[src/rtl/serial_subtractor_pkg.sv]
// serial_subtractor_pkg: shared definitions for the bit-serial subtractor.
//   state_t           - FSM state encoding (S_IDLE=0, S_RUN=1, S_DONE=2)
//   SUB_WIDTH_DEFAULT - default operand width
package serial_subtractor_pkg;

  typedef enum logic [1:0] {
    S_IDLE = 2'd0,
    S_RUN  = 2'd1,
    S_DONE = 2'd2
  } state_t;

  localparam int SUB_WIDTH_DEFAULT = 8;

endpackage

[src/rtl/full_subtract_cell.sv]
// full_subtract_cell: 1-bit combinational full subtractor, d = x - y - bi.
//   d  - difference bit
//   bo - borrow out
//   x  - minuend bit
//   y  - subtrahend bit
//   bi - borrow in
module full_subtract_cell (
  output logic d,
  output logic bo,
  input  logic x,
  input  logic y,
  input  logic bi
);

  assign d  = x ^ y ^ bi;
  assign bo = (~x & y) | (~(x ^ y) & bi);

endmodule

[src/rtl/serial_subtractor.sv]
// serial_subtractor: bit-serial diff = a - b - borrow_in, LSB first, one bit
// per clock through a single full_subtract_cell. Latency WIDTH cycles from
// accept to done; one operation per WIDTH+2 cycles.
//   clk, rst          - clock, async active-high reset
//   start             - request, sampled only in IDLE
//   a, b, borrow_in   - operands, captured on accept
//   busy              - high in RUN and DONE
//   done              - one-cycle pulse, result valid from this cycle on
//   diff, borrow_out  - registered result, held until next completion
//   overflow          - signed overflow, only with SERIAL_SUB_OVERFLOW_EN
module serial_subtractor
  import serial_subtractor_pkg::*;
#(
  parameter int WIDTH = SUB_WIDTH_DEFAULT
) (
  input  logic             clk,
  input  logic             rst,
  input  logic             start,
  input  logic [WIDTH-1:0] a,
  input  logic [WIDTH-1:0] b,
  input  logic             borrow_in,
  output logic             busy,
  output logic             done,
  output logic [WIDTH-1:0] diff,
  output logic             borrow_out
`ifdef SERIAL_SUB_OVERFLOW_EN
  ,
  output logic             overflow
`endif
);

  localparam int CW = $clog2(WIDTH);
  localparam logic [CW-1:0] LAST = CW'(WIDTH - 1);

  state_t           state, state_nxt;
  logic [CW-1:0]    cnt;
  logic [WIDTH-1:0] a_sr, b_sr, d_sr;
  logic             br;
  logic             d, bo;
  logic             last;

  full_subtract_cell u_cell (
    .d  (d),
    .bo (bo),
    .x  (a_sr[0]),
    .y  (b_sr[0]),
    .bi (br)
  );

  assign last = (cnt == LAST);

  always_comb begin
    state_nxt = state;
    case (state)
      S_IDLE:  if (start) state_nxt = S_RUN;
      S_RUN:   if (last)  state_nxt = S_DONE;
      S_DONE:  state_nxt = S_IDLE;
      default: state_nxt = S_IDLE;
    endcase
  end

`ifdef SERIAL_SUB_OVERFLOW_EN
  logic a_msb, b_msb;
`endif

  always_ff @(posedge clk or posedge rst) begin
    if (rst) begin
      state      <= S_IDLE;
      cnt        <= '0;
      a_sr       <= '0;
      b_sr       <= '0;
      d_sr       <= '0;
      br         <= 1'b0;
      busy       <= 1'b0;
      done       <= 1'b0;
      diff       <= '0;
      borrow_out <= 1'b0;
`ifdef SERIAL_SUB_OVERFLOW_EN
      a_msb      <= 1'b0;
      b_msb      <= 1'b0;
      overflow   <= 1'b0;
`endif
    end else begin
      state <= state_nxt;
      // status flags follow the next state so they are registered outputs
      busy  <= (state_nxt != S_IDLE);
      done  <= (state_nxt == S_DONE);
      case (state)
        S_IDLE: if (start) begin
          a_sr <= a;
          b_sr <= b;
          br   <= borrow_in;
          cnt  <= '0;
`ifdef SERIAL_SUB_OVERFLOW_EN
          a_msb <= a[WIDTH-1];
          b_msb <= b[WIDTH-1];
`endif
        end
        S_RUN: begin
          a_sr <= {1'b0, a_sr[WIDTH-1:1]};
          b_sr <= {1'b0, b_sr[WIDTH-1:1]};
          d_sr <= {d, d_sr[WIDTH-1:1]};
          br   <= bo;
          cnt  <= cnt + 1'b1;
          if (last) begin
            // final bit goes straight to the result; d is the result MSB
            diff       <= {d, d_sr[WIDTH-1:1]};
            borrow_out <= bo;
`ifdef SERIAL_SUB_OVERFLOW_EN
            overflow   <= (a_msb != b_msb) & (d != a_msb);
`endif
          end
        end
        default: ;
      endcase
    end
  end

endmodule

[config.mk]
export PLATFORM = sky130hd
export DESIGN_NAME = serial_subtractor
export DESIGN_NICKNAME = d
export VERILOG_FILES = /design/src/rtl/serial_subtractor_pkg.sv /design/src/rtl/full_subtract_cell.sv /design/src/rtl/serial_subtractor.sv
export SDC_FILE = /design/constraint.sdc
export NUM_CORES = 1
export LEC_CHECK = 0
export ABC_AREA = 1
export CORE_ASPECT_RATIO = 1.4
export CORE_UTILIZATION = 33
export DETAILED_ROUTE_END_ITERATION = 8
export PLACE_DENSITY_LB_ADDON = 0.25
export SYNTH_ARGS = -nofsm -noshare
export SYNTH_HDL_FRONTEND = slang
export SYNTH_HIERARCHICAL = 1
export SYNTH_SLANG_ARGS = --single-unit
[constraint.sdc]
create_clock -name clk -period 1.3 [get_ports clk]
set_input_delay 0.26 -clock clk [delete_from_list [all_inputs] [get_ports clk]]
set_output_delay 0.26 -clock clk [all_outputs]
set_load 0.01 [all_outputs]
==> results of run 1 <==
==> layout make-up <==
class                           count  area share, %
Sequential cell                    40           40.0
Multi-Input combinational cell    132           26.0
Timing Repair Buffer               47           18.7
Inverter                           45           6.74
Tap cell                           68           3.40
Clock buffer                        5           2.75
Clock inverter                      2           2.40
==> state kept, by name, summed over array words and instances, names as in the netlist <==
signal,count
done,1
d_sr,7
cnt,3
busy,1
borrow_out,1
state,2
b_sr,8
a_sr,8
br,1
diff,8
==> worst max-delay path by stage <==
stage	start	end	depth (start not counted)
2_1_floorplan	cnt[0]	diff[0]	6
3_3_place_gp	cnt[0]	diff[0]	6
3_5_place_dp	cnt[0]	diff[0]	6
4_1_cts	cnt[0]	diff[3]	6
5_1_grt	cnt[0]	diff[3]	6
6_report	cnt[0]	diff[3]	6
==> power groups by stage <==
stage	Sequential (uW)	Clock, uW	Combinational (uW)
floorplan	2150	0	1680
global placement	2150	0	2470
detailed placement	2160	0	2510
CTS	2140	1210	2500
global route	2200	1250	2900
finish	2130	1190	2490
==> cells in the final DEF, fill, tap and decap left out, types with 2 or more instances in the layout <==
cell / synthesis / routed
bufinv_16: 0 / 2
clkbuf_8: 0 / 5
dfrtp_1: 40 / 39
nand2_1: 74 / 74
inv_2: 2 / 2
o21ai_0: 8 / 8
buf_4: 2 / 12
nand3_1: 30 / 30
dlygate4sd2_1: 0 / 11
buf_12: 0 / 4
inv_1: 43 / 43
o21ai_2: 9 / 9
nand2_2: 2 / 2
clkdlybuf4s50_1: 0 / 19
==> logic make-up (layout without fill, tap and decap cells) <==
family / count (synthesis) / in the layout
adder cells (fa/ha/maj): 3 / 3
flip-flops: 40 / 40
AO/OA/AOI/OAI: 20 / 20
buffers and inverters: 55 / 99
AND/OR/NAND/NOR: 109 / 109
==> repair_timing <==
item / CTS / global route
pin swaps: 1 / 1
setup endpoints to repair: 12 / 22
resized for setup: 11 / 3
setup buffers: 4 / 1
hold buffers: 0 / 0
==> metal layers <==
layer  track usage, %  vias to the layer above  wire (um)
li1                 -                      768          -
met1             16.4                      680       1690
met2             24.9                       22       1920
met3             2.51                        5         82
met4             8.33                        0         72
met5                0                        -          0
==> per-stage QoR <==
step                area (um2)  util, %  setup TNS (ns)  setup WS (ns)  hold slack (ns)
floorplan                 1890        -               0         0.0707            0.406
global placement          2320     42.0               0      0.0000679            0.458
detailed placement        2320     42.0         -0.0482        -0.0482            0.465
CTS                       2490     45.1               0         0.0406            0.336
global route              2500     45.3        -0.00474       -0.00474            0.358
finish                    2500     45.3               0         0.0740            0.324
==> worst max-delay path, stage by stage (launching register included) <==
cell	delay, ns
dfrtp_1	0.39
ha_1	0.20
ha_2	0.19
nand2_4	0.14
buf_4	0.14
nand2_1	0.05
o21ai_2	0.05
==> summary.txt, run 1 <==
Run status
  – Outcome: finished clean

Pwr
  – Max IR drop VDD: 802 uV
  – Reg power frac: 36.7%
  – Pwr/cell area: around 2300 mW/mm2
  – Pleak: roughly 0.0014 uW
  – Tot Pwr: around 5800 uW
  – Combinational Power Share: roughly 43%
  – Sw Ratio: between 30% and 40%
  – P_int: 3700 uW
  – P_sw: between 2000 and 2500 uW
  – Clock share of power: 20.4%

STA
  – Skew final: approximately 0.008 ns
  – Final Setup Violations: 0
  – Slew Limit Fails: 0
  – Rel. slew slack: a little under nine tenths
  – Worst-Margin Slew: approximately 0.22 ns
  – Final min period: about 1.2 ns
  – Fin crit share: 94.3%
  – Top achievable clock speed: roughly 820 MHz
  – Final Hold Fails: 0

Synth
  – Top post-synthesis cells by count: nand2_1 (74), inv_1 (43), dfrtp_1 (40)
  – Synthesized area per cell: 8.31 um2
  – Compound-Gate Fraction of Synth Area: roughly 7.3%
  – Largest family of logic cells by synthesized area: simple AND/OR/NAND/NOR gates
  – Simple-Gate Fraction of Synth Area: between 20 and 25%
  – Count leader, synth: nand2_1
  – Area leader, netlist: dfrtp_1
  – Synth Area in XOR/XNOR: 0%
  – Mux contribution to synthesized area: 0%
  – Post-synthesis instance area: 0.00189 mm2
  – FF+latch count, synth: 40
  – Main flop type after synthesis: dfrtp_1
  – Synth top area cells: dfrtp_1 (53%), nand2_1 (15%), inv_1 (8.6%), nand3_1 (8.0%), o21ai_2 (4.2%)
  – Post-synth EDFFs: 0
  – Seq/Total Area, Yosys: between 50 and 60%
  – Post-synthesis cell type count: 19
  – Syn nets: 250
  – Fraction of registers with async set or reset after synthesis: 100%
  – Synth Instances: 227
  – Adder-cell share of the synthesized area: about 2.4%
  – Synth top area share: between 50% and 60%
  – Yosys Warn Count: 6

GRT
  – Vias in the first global route: 1557
  – Total GRT Usage: roughly 15%
  – Initial antenna violation count: 0
  – Remaining Overflow, GRT: 0
  – Largest net degree at the start of global routing: 41
  – First-pass GRT wire length: 6.66 mm

CTS
  – CTS buffer count: 5
  – CTS tree: done
  – # H-tree levels: 2
  – Deepest clock path buffer count: 2
  – Total clock sinks: 40
  – Clock slew at reported path FFs: around 0.08 ns
  – Root buf cell: clkbuf_8
  – Clk Latency, worst-skew pair: slightly below 0.3 ns

Floorplanning
  – DIE HEIGHT: a little over 90 um
  – Initial Util: between 30% and 40%
  – Core footprint: ~0.0055 mm2
  – Die Wd: 65.9 um
  – Core Rows: 32
  – I/O pin total: 31
  – Full die area: between 0.006 and 0.007 mm2

Drt
  – Routed Antenna Nets: 0
  – Routed WL: between 3 and 4 mm
  – DRT iter0 DRCs: 71
  – DR pass1 iterations: 4
  – DRC viols: 0
  – Routed wire length per instance: around 11 um
  – Avg Vias per Cell: 4.35
  – Vias: about 1500

Setup path
  – Reg2reg path depth: 6
  – Worst Path Required: 1.52 ns
  – Worst Setup End Kind: flip-flop
  – Reg2reg start: cnt[0]
  – R2R setup slack: approximately 0.074 ns
  – WP data arrival: ~1.5 ns
  – Maximum fanout along the worst path: 8
  – Crit path kind: flip-flop to flip-flop
  – Startpoint types: flip-flop
  – Reg2Reg Capture Point: diff[3]

Cells and area
  – Nets: 294
  – Ant diodes: 0
  – Post-route insts no fill: between 300 and 400
  – Multi-input gate area: ~650 um2
  – Layout area overhead: 32.8%
  – Fill cell count: between 500 and 600
  – Seq. cell area: about 0.001 mm2
  – Share of cells above drive strength 1: roughly 15%

Placement
  – Count of input and output buffers: 30
  – DP HPWL: roughly 2.6 mm
  – Dpl cells: approximately 330
  – Routability cong.: around 0.76

Run
  – Max cap viols: 0

Worst hold path
  – Worst min path class: input port to async pin
(Power assumes the default switching activity.)
==> inputs of run 2 (changes only) <==
==> constraint.sdc (replaced) <==
create_clock -name clk -period 1.5 [get_ports clk]
set_input_delay 0.3 -clock clk [delete_from_list [all_inputs] [get_ports clk]]
set_output_delay 0.3 -clock clk [all_outputs]
set_load 0.01 [all_outputs]
==> run 2 against run 1 <==
Hold slack improved by 0.032 ns. Non-clock buffer count is 9 lower. Clock power hardly changed. Sequential share of layout area increased by 0.70 points. Clock skew down 0.0025 ns. Cell area is 1.8% lower. Sequential cell count is the same. Die area stayed put. First-iteration DRC count decreased by 5.6%. Via count decreased by 1.4%. Highest routed layer unchanged.
==> summary.txt, run 2 (synthesis gave the netlist of run 1 again) <==
STA
  – Fin crit share: about 97%
  – Final Setup Violations: 0 (unchanged)
  – Worst-Margin Slew: 0.352 ns (+0.130 ns)
  – Top achievable clock speed: just under 700 MHz
  – Final min period: roughly 1.5 ns
  – Final Hold Fails: 0 (unchanged)
  – Rel. slew slack: 76.5% (-8.7 points)
  – Skew final: 0.00552 ns (-0.00247 ns)
  – Setup TNS: 0 ns (unchanged)
  – Slew Limit Fails: 0 (unchanged)
  – RSZ-0062 raised after global routing: false

Drt
  – Vias: 1455 (-1.4%)
  – Routed WL: 3.60 mm (-4.2%)
  – Avg Vias per Cell: 4.40 (+1.0%)
  – Routed wire length per instance: 10.9 um (-1.9%)
  – DRC viols: 0 (unchanged)
  – DRT iter0 DRCs: 67 (-5.6%)
  – Routed Antenna Nets: 0 (unchanged)
  – DR pass1 iterations: 4 (unchanged)

Placement
  – DP HPWL: 2.46 mm (-3.6%)
  – Dpl cells: 323 (-1.2%)
  – Routability cong.: 0.742 (-2.0%)
  – Count of input and output buffers: 30 (unchanged)

CTS
  – Clock slew at reported path FFs: 0.08 ns (about the same)
  – PostCTS Resize Cnt: 0 (-11)
  – Deepest clock path buffer count: 2 (unchanged)
  – CTS buffer count: 5 (unchanged)
  – Root buf cell: clkbuf_8
  – Clk Latency, worst-skew pair: 0.29 ns (about the same)
  – Total clock sinks: 40 (unchanged)
  – Setup bufs post-CTS: 0 (-4)
  – CTS Hold Bufs: 0 (unchanged)
  – # H-tree levels: 2 (unchanged)
  – CTS tree: done

Cells and area
  – Nets: 285 (-3.1%)
  – Most frequent cells in the layout: nand2_1 (74), inv_1 (43), dfrtp_1 (40)
  – Biggest regs: a_sr (8), b_sr (8), diff (8)
  – Layout area overhead: 30.3%
  – Share of cells above drive strength 1: 12.2% (-3.3 points)
  – Post-route insts no fill: 331 (-2.4%)
  – Ant diodes: 0 (unchanged)
  – Fill cell count: 570 (-2.1%)
  – Commonest non-fill, non-tap cell in the layout: nand2_1

Setup path
  – Delay-heaviest family, CP: buffers and inverters
  – CP cell instances: clkdlybuf4s50_1
  – Crit path kind: flip-flop to primary output
  – R2R setup slack: 0.12 ns (+0.05 ns)
  – Startpoint types: flip-flop
  – CP max-delay cell: clkdlybuf4s50_1
  – Critical Path Max Stage Delay: 0.53 ns (+0.14 ns)
  – Worst Setup End Kind: primary output
  – Worst Path Required: 1.20 ns (-0.32 ns)
  – Maximum fanout along the worst path: 1 (-7)
  – WP data arrival: 1.15 ns (-0.30 ns)
  – Buf+Inv Stages, Crit Path: 1 (unchanged)

Floorplanning
  – Core Rows: 32 (unchanged)
  – Die Wd: 65.9 um (unchanged)
  – Full die area: 0.00603 mm2 (unchanged)
  – Initial Util: 34.1% (unchanged)
  – Core footprint: 0.00553 mm2 (unchanged)
  – I/O pin total: 31 (unchanged)
  – DIE HEIGHT: 91.5 um (unchanged)

Pwr
  – Pleak: 0.00141 uW (+3.8%)
  – Pwr/cell area: 2060 mW/mm2 (-11%)
  – Max IR drop VDD: 722 uV (-9.9%)

GRT
  – Total GRT Usage: 13.3% (-1.2 points)
  – First-pass GRT wire length: 6.07 mm (-8.9%)
  – Remaining Overflow, GRT: 0 (unchanged)
  – Initial antenna violation count: 0 (unchanged)
  – Vias in the first global route: 1384 (-11%)
  – Largest net degree at the start of global routing: 41 (unchanged)

Worst hold path
  – Worst min path class: input port to async pin

Run status
  – Outcome: finished clean

Run
  – Max cap viols: 0 (unchanged)
-- run 2: final cells by class --
cell class | count | area, um2 | share of cell area, %
well taps | 68 | 85.1 | 3.46
clock buffers | 5 | 68.8 | 2.80
multi-input cells | 132 | 649 | 26.4
inverters | 45 | 169 | 6.87
repair buffers | 38 | 395 | 16.1
clock inverters | 3 | 90.1 | 3.66
flip-flops and latches | 40 | 1000 | 40.7
-- run 2: tightest hold or removal path, delay by kind of cell --
kind | cells | cell delay, ns
buffers and inverters | 3 | 0.72
-- run 2: power breakdown --
group / leakage (uW) / internal, uW / switching (uW) / total [uW]
sequential: 0.000491 / 1580 / 273 / 1850
combinational: 0.000842 / 867 / 1140 / 2010
clock: 0.0000784 / 832 / 378 / 1210
total: 0.00141 / 3280 / 1790 / 5070
-- run 2: path summary, 6_finish.rpt --
check                         from       to  cells after the start
max                           busy     busy                      1
min                            rst  diff[0]                      3
max reg2reg                 cnt[0]  diff[0]                      6
min in group clk           diff[0]  diff[0]                      2
max in group asynchronous      rst  diff[1]                      3
min reg2reg                diff[0]  diff[0]                      2
-- run 2: through the flow --
stage               cell area [um2]  hold WS, ns  worst slack, ns  total power, uW  utilization [%]
finish                         2460        0.356           0.0459             5070             44.5
global route                   2460        0.384         0.000378             5520             44.5
CTS                            2440        0.376          0.00325             5180             44.1
floorplan                      1890        0.442            0.271             3320                -
detailed placement             2280        0.465           0.0420             3950             41.2
global placement               2280        0.464           0.0637             3900             41.2
-- run 2: per-layer routing --
layer,part of all wire (%),GRT usage [%],vias to the layer above
met5,0,0,-
met1,45,15.4,673
met4,2.1,5.98,0
met3,3.4,3.39,6
li1,-,-,750
met2,50,22.4,26
==> inputs of run 3 (changes only) <==
--- a/config.mk
+++ b/config.mk
@@ -10,6 +10,7 @@
 export CORE_UTILIZATION = 33
 export DETAILED_ROUTE_END_ITERATION = 8
 export PLACE_DENSITY_LB_ADDON = 0.25
+export SLEW_MARGIN = 20
 export SYNTH_ARGS = -nofsm -noshare
 export SYNTH_HDL_FRONTEND = slang
 export SYNTH_HIERARCHICAL = 1
==> results of run 3 <==
Same layout as run 2: the final DEF is identical, and so are final timing and power.
